$ cat src/rtl/multicycle_ctrl.sv
// Multicycle RV32I control FSM: sequences FETCH/DECODE/EXECUTE/MEMORY/WRITEBACK,
// traps on illegal opcodes or memory timeout. Define MULTICYCLE_CTRL_PERF_EN for perf counters.
module multicycle_ctrl #(
  parameter int TIMEOUT_CYCLES = 16,
  parameter int CNT_WIDTH      = 32
) (
  input  logic                 clk,
  input  logic                 rst_n,
  input  logic                 run,
  input  logic [6:0]           opcode,
  input  logic                 mem_ready,
  input  logic                 branch_taken,
  output logic                 mem_req,
  output logic                 mem_we,
  output logic                 ir_write,
  output logic                 pc_write,
  output logic [1:0]           pc_sel,
  output logic [2:0]           imm_sel,
  output logic                 alu_src_imm,
  output logic                 reg_write,
  output logic [1:0]           wb_sel,
  output logic                 illegal,
  output logic [2:0]           state,
  output logic [CNT_WIDTH-1:0] cycle_cnt,
  output logic [CNT_WIDTH-1:0] instret_cnt
);

  localparam logic [2:0] S_IDLE      = 3'd0;
  localparam logic [2:0] S_FETCH     = 3'd1;
  localparam logic [2:0] S_DECODE    = 3'd2;
  localparam logic [2:0] S_EXECUTE   = 3'd3;
  localparam logic [2:0] S_MEMORY    = 3'd4;
  localparam logic [2:0] S_WRITEBACK = 3'd5;
  localparam logic [2:0] S_TRAP      = 3'd6;

  localparam logic [6:0] OP_LOAD   = 7'b0000011;
  localparam logic [6:0] OP_STORE  = 7'b0100011;
  localparam logic [6:0] OP_BRANCH = 7'b1100011;
  localparam logic [6:0] OP_JAL    = 7'b1101111;
  localparam logic [6:0] OP_JALR   = 7'b1100111;
  localparam logic [6:0] OP_OPIMM  = 7'b0010011;
  localparam logic [6:0] OP_OP     = 7'b0110011;
  localparam logic [6:0] OP_LUI    = 7'b0110111;
  localparam logic [6:0] OP_AUIPC  = 7'b0010111;

  localparam int         WW        = $clog2(TIMEOUT_CYCLES + 1);
  localparam logic [WW-1:0] WAIT_LAST = WW'(TIMEOUT_CYCLES - 1);

  logic [2:0]    state_q, state_d;
  logic [6:0]    op_q;
  logic [WW-1:0] wait_q;
  logic [2:0]    retire_state;

  function automatic logic is_legal(input logic [6:0] op);
    case (op)
      OP_LOAD, OP_STORE, OP_BRANCH, OP_JAL, OP_JALR,
      OP_OPIMM, OP_OP, OP_LUI, OP_AUIPC: is_legal = 1'b1;
      default:                           is_legal = 1'b0;
    endcase
  endfunction

  function automatic logic [2:0] imm_fmt(input logic [6:0] op);
    case (op)
      OP_STORE:         imm_fmt = 3'd1;
      OP_BRANCH:        imm_fmt = 3'd2;
      OP_LUI, OP_AUIPC: imm_fmt = 3'd3;
      OP_JAL:           imm_fmt = 3'd4;
      default:          imm_fmt = 3'd0;
    endcase
  endfunction

  // Retirement never aborts on run dropping; run only picks where we go next.
  assign retire_state = run ? S_FETCH : S_IDLE;

  always_comb begin
    state_d = state_q;
    case (state_q)
      S_IDLE:    if (run) state_d = S_FETCH;
      S_FETCH: begin
        if (mem_ready)                state_d = S_DECODE;
        else if (wait_q == WAIT_LAST) state_d = S_TRAP;
      end
      S_DECODE:  state_d = is_legal(opcode) ? S_EXECUTE : S_TRAP;
      S_EXECUTE: begin
        case (op_q)
          OP_LOAD, OP_STORE: state_d = S_MEMORY;
          OP_BRANCH:         state_d = retire_state;
          default:           state_d = S_WRITEBACK;
        endcase
      end
      S_MEMORY: begin
        if (mem_ready)                state_d = (op_q == OP_STORE) ? retire_state : S_WRITEBACK;
        else if (wait_q == WAIT_LAST) state_d = S_TRAP;
      end
      S_WRITEBACK: state_d = retire_state;
      S_TRAP:      state_d = S_TRAP;
      default:     state_d = S_IDLE;
    endcase
  end

  // Wait counter clears on every state change, so each FETCH/MEMORY visit starts fresh.
  always_ff @(posedge clk or negedge rst_n) begin
    if (!rst_n) begin
      state_q <= S_IDLE;
      op_q    <= '0;
      wait_q  <= '0;
    end else begin
      state_q <= state_d;
      if (state_q == S_DECODE) op_q <= opcode;
      if (state_d != state_q)
        wait_q <= '0;
      else if (state_q == S_FETCH || state_q == S_MEMORY)
        wait_q <= wait_q + WW'(1);
      else
        wait_q <= '0;
    end
  end

  always_comb begin
    mem_req     = 1'b0;
    mem_we      = 1'b0;
    ir_write    = 1'b0;
    pc_write    = 1'b0;
    pc_sel      = 2'd0;
    imm_sel     = 3'd0;
    alu_src_imm = 1'b0;
    reg_write   = 1'b0;
    wb_sel      = 2'd0;
    illegal     = 1'b0;
    case (state_q)
      S_FETCH: begin
        mem_req  = 1'b1;
        ir_write = mem_ready;
      end
      // op_q is not yet loaded in DECODE, so the format comes from the live opcode.
      S_DECODE: imm_sel = imm_fmt(opcode);
      S_EXECUTE: begin
        imm_sel     = imm_fmt(op_q);
        alu_src_imm = (op_q != OP_OP) && (op_q != OP_BRANCH);
        if (op_q == OP_BRANCH) begin
          pc_write = 1'b1;
          pc_sel   = branch_taken ? 2'd1 : 2'd0;
        end
      end
      S_MEMORY: begin
        imm_sel  = imm_fmt(op_q);
        mem_req  = 1'b1;
        mem_we   = (op_q == OP_STORE);
        pc_write = (op_q == OP_STORE) && mem_ready;
      end
      S_WRITEBACK: begin
        imm_sel   = imm_fmt(op_q);
        reg_write = 1'b1;
        pc_write  = 1'b1;
        if (op_q == OP_LOAD)                           wb_sel = 2'd1;
        else if (op_q == OP_JAL || op_q == OP_JALR)    wb_sel = 2'd2;
        if (op_q == OP_JAL)       pc_sel = 2'd1;
        else if (op_q == OP_JALR) pc_sel = 2'd2;
      end
      S_TRAP: illegal = 1'b1;
      default: ;
    endcase
  end

  assign state = state_q;

`ifdef MULTICYCLE_CTRL_PERF_EN
  logic [CNT_WIDTH-1:0] cycle_q, instret_q;

  always_ff @(posedge clk or negedge rst_n) begin
    if (!rst_n) begin
      cycle_q   <= '0;
      instret_q <= '0;
    end else begin
      if (state_q != S_IDLE && state_q != S_TRAP) cycle_q <= cycle_q + CNT_WIDTH'(1);
      if (pc_write)                               instret_q <= instret_q + CNT_WIDTH'(1);
    end
  end

  assign cycle_cnt   = cycle_q;
  assign instret_cnt = instret_q;
`else
  assign cycle_cnt   = '0;
  assign instret_cnt = '0;
`endif

endmodule

$ cat config.mk
export PLATFORM = sky130hd
export DESIGN_NAME = multicycle_ctrl
export DESIGN_NICKNAME = d
export VERILOG_FILES = /design/src/rtl/multicycle_ctrl.sv
export SDC_FILE = /design/constraint.sdc
export NUM_CORES = 1
export LEC_CHECK = 0
export CORE_MARGIN = 3
export CORE_UTILIZATION = 45
export CTS_CLUSTER_SIZE = 20
export DETAILED_ROUTE_END_ITERATION = 8
export DONT_BUFFER_PORTS = 1
export PLACE_DENSITY_LB_ADDON = 0.25
export SYNTH_ARGS = -nofsm -noshare
export SYNTH_HDL_FRONTEND = slang
export SYNTH_SLANG_ARGS = --single-unit
export TNS_END_PERCENT = 1
$ cat constraint.sdc
create_clock -name clk -period 2.7 [get_ports clk]
set_input_delay 0.54 -clock clk [delete_from_list [all_inputs] [get_ports clk]]
set_output_delay 0.54 -clock clk [all_outputs]
set_load 0.1 [all_outputs]
Word-level counts from Yosys, hierarchy flattened --
Cells that the tools add are included.
Operators by class: $add $sub $neg 1, eq/ne operators 26, muxes and demuxes 32, reduce and logical (&&, ||, !) cells 11
Operator list (count):
- $eq A7 B7 Y1 const B | 6
- $eq A7 B6 Y1 const B | 5
- $pmux W3 S4 | 2
- $eq A7 B5 Y1 const B | 3
- $pmux W3 S7 | 1
- $mux W3 | 6
- $eq A7 B2 Y1 const B | 2
- $mux W1 | 12
- $pmux W3 S2 | 2
- $mux W2 | 5
- $mux W5 | 2
- $eq A3 B3 Y1 const B | 3
- $reduce_or A9 Y1 | 1
- $reduce_or A2 Y1 | 4
- $ne A7 B6 Y1 const B | 1
- $ne A7 B7 Y1 const B | 1
- $eq A3 B2 Y1 const B | 2
- $add A5 B1 Y5 const B | 1
- $eq A5 B4 Y1 const B | 1
- $pmux W2 S2 | 1
- $eq A3 B1 Y1 const B | 1
- $logic_not A3 Y1 | 1
- $ne A3 B3 Y1 | 1
- $pmux W1 S3 | 1
- other kinds (3) | 5
Word-level totals: register bits 15, input port bits 12, output and inout bits 81, logic and storage cells 73

Depth between registers and ports, before layout --
depth after elaboration 8, mapped depth 8, gate-level depth less buffers 8

Worst setup path before layout --
OpenSTA, ideal clock, no wires.
path kind register -> output, from register state_q[2] (netlist: state[2]), to output pc_sel[0], arrival 4.668 ns, path slack -2.508 ns, stages on the path, launching flop included 6, path buffers 1, path through dfrtp_1 > buf_2 > nor2b_1 > nand2_1 > nor3_1 > a32o_1
Between the ends: longest elaborated chain between the ends 2
Ends and longest elaborated chain:
- start, declared | RTL line 49 | logic [2:0] state_q, state_d;
- start signal, assigned | RTL line 108 | state_q <= state_d;
- $eq A3 B3 Y1 or $eq A3 B2 Y1 (tied branches) | RTL line 130 | case (state_q)
- $pmux W2 S2 * | RTL line 130
- end, declared | RTL line 17 | output logic [1:0] pc_sel,
Every way passes the cells marked *; elsewhere a longest branch is shown, timed or not.

Final worst setup path --
from register op_q[3], to output pc_write
Between the ends: longest elaborated chain between the ends 3
Ends and longest elaborated chain:
- start, declared | RTL line 50 | logic [6:0] op_q;
- start signal, assigned | RTL line 109 | if (state_q == S_DECODE) op_q <= opcode;
- $eq A7 B7 Y1 or $eq A7 B6 Y1 (tied branches) | RTL line 140, 149
- $mux W1 or $logic_and A1 B1 Y1 (tied branches) | RTL line 140, 149
- $pmux W1 S3 * | RTL line 130
- end, declared | RTL line 16 | output logic pc_write,
Marks and branches as above.

==> impl_metrics.json <==
{
  "drc": 0,
  "post_route_cells_drive_above_1_share_pct": 22.7,
  "synth_area_sq_um": 1640,
  "setup_violations": 0,
  "ys.flop_type": "dfrtp_1",
  "fin_crit_sh_pct": 92.9,
  "holdPathStages": 2,
  "layout.nets": 235,
  "rsz0062_at_grt": "false",
  "wire_per_inst_um": 12.1,
  "clk_path_buf_depth": 2,
  "arrival_ns": 1.97,
  "route.vias.total": 1229,
  "p_leak_nw": 0.821,
  "initial_core_util_pct": 47.9,
  "syn_area_per_cell_sq_um": 8.06,
  "place_ws_ns": 0.341,
  "power_density_nw_per_um2": 1210,
  "layout.cells.non_filler": 266,
  "viasPerCell": 4.62,
  "cts_tree": "built",
  "slew_violations": 0,
  "synth-seq-cells": 15,
  "grt_pass1_vias": 1027,
  "die_width_um": 66.3,
  "synth.distinct_cells": 40,
  "worstSetupEndpointType": "output pin",
  "vdd_drop_max_uv": 396,
  "synth_edf_count": 0,
  "whs_ns": 0.383,
  "critPathRequiredTime_ns": 2.16,
  "htreeDepth": 1,
  "reg2reg_depth": 8,
  "place_hpwl_mm": 2.64,
  "syn_inst": 203,
  "r2r_slack_ns": 0.33,
  "die_area_sq_um": 4400,
  "layout_commonest_cell": "conb_1",
  "grt-ovfl-total": 0,
  "grt_max_degree": 19,
  "fin_crit_ns": 2.51,
  "grt_usage_pct": 14.9,
  "clockRootBuffer": "clkbuf_4",
  "grt_pass1_wl_mm": 5.01,
  "cts_setup_buffers": 0,
  "boundaryPins": 93,
  "setup_slack_ns": 0.191,
  "crit_type": "reg -> out",
  "yosys_warnings": 0,
  "clkSlewWorstSetupHoldPaths_ns": 0.08,
  "core_sq_um": 3420,
  "insertion_delay_ns": 0.28,
  "gp_congestion": 0.864,
  "row_count": 21,
  "syn2layout_area_growth_pct": 6.96,
  "endpoint": "pc_write",
  "run_status": "finished clean",
  "cp-start-kind": "flop",
  "r2r-start": "wait_q[0]$_DFF_PN0_",
  "antenna_cells": 0,
  "final_cell_mix": "64 x conb_1, 19 x nand2_1, 14 x buf_4, 11 x dfrtp_1",
  "rr_endpoint": "wait_q[0]$_DFF_PN0_",
  "min_path_type": "in -> reg",
  "ant_nets": 0,
  "clkSinkCount": 15,
  "hold_viol": 0,
  "tightest_slew_ns": 0.729,
  "yosysSeqAreaShare_pct": 22.9,
  "placement.io_buffers": 0,
  "first_pass_iters": 4,
  "slew_headroom_pct": 51.2,
  "cp-startpoint": "op_q[3]$_DFFE_PN0P_",
  "wl_mm": 3.21,
  "die_h_um": 66.3,
  "critPathMaxFanout": 7,
  "async_reset_ff_share_pct": 100,
  "fin_skew_ns": 0.0130,
  "drt_iter0_drc": 78,
  "max_freq_mhz": 399,
  "cts_buffers": 3,
  "antenna_found_initial": 0,
  "dp_cells": 261,
  "maxCapViolations": 0
}
timing repair:
action,4_1_cts,5_1_grt
endpoints found under the hold margin,15,0
resized for setup,0,2
setup endpoints to repair,0,2
hold buffers,1,0
critical path, stage by stage, from the launching register on:
cell      delay (ns)
dfrtp_1         0.48
and4bb_1        0.35
and3_1          0.24
inv_1           0.05
o21ai_0         0.14
a32o_1          0.15
buf_4           0.29
cell usage after synthesis, types with 5 or more instances:
cell | instances | area [sq um]
nand2_1 | 20 | 75.1
nand2b_1 | 5 | 31.3
nor2_1 | 11 | 41.3
inv_1 | 8 | 30.0
dfrtp_1 | 15 | 375
buf_4 | 64 | 480
nand3_1 | 7 | 35.0
o21ai_0 | 12 | 60.1
sequential cells by signal, summed over array words and instances, names as in the netlist:
signal,cells
op_q,7
wait_q,5
state,3
per-layer routing:
layer | routed length (um) | track usage, % | vias to the layer above
met3 | 365 | 4.59 | 4
li1 | - | - | 609
met2 | 1420 | 21.6 | 61
met1 | 1390 | 20.3 | 555
met5 | 0 | 0 | -
met4 | 36 | 5.84 | 0
kinds of logic after synthesis:
kind of cell               count (synthesis)  synth area share, %
and+or+nand+nor                           69                 23.2
muxes                                      5                 3.59
adders and majority gates                  2                 1.53
other                                      1                0.229
DFF                                       15                 22.9
buffers and inverters                     76                 32.4
AOI/OAI and AO/OA                         32                 14.5
xor gates and xnor gates                   3                 1.61
report_power, final:
part | total [mW] | switching, mW | internal (mW)
logic | 1.47 | 1.15 | 0.322
clock network | 0.128 | 0.0704 | 0.0573
registers | 0.518 | 0.192 | 0.326
worst min-delay path by stage:
stage | from | to
floorplan | rst_n | op_q[0]$_DFFE_PN0P_
global placement | rst_n | op_q[0]$_DFFE_PN0P_
detailed placement | rst_n | op_q[0]$_DFFE_PN0P_
CTS | opcode[2] | op_q[2]$_DFFE_PN0P_
global route | opcode[2] | op_q[2]$_DFFE_PN0P_
finish | opcode[6] | op_q[6]$_DFFE_PN0P_
area by class of cell:
cell class	count	area [sq um]
Inverter	8	30.0
Timing Repair Buffer	18	175
Sequential cell	15	388
Multi-Input combinational cell	175	1070
Tap cell	46	57.6
Fill cell	351	1670
Clock buffer	4	26.3
through the flow:
step / area [sq um] / util (%) / power (mW) / TNS [ns]
detailed placement: 1710 / 50.0 / 1.99 / 0
floorplan: 1980 / - / 1.85 / -1.29
CTS: 1740 / 51.1 / 2.12 / 0
global placement: 1710 / 50.0 / 1.98 / 0
global route: 1750 / 51.2 / 2.25 / 0
finish: 1750 / 51.2 / 2.12 / 0
Note: power is estimated with default switching activity, not from simulation.
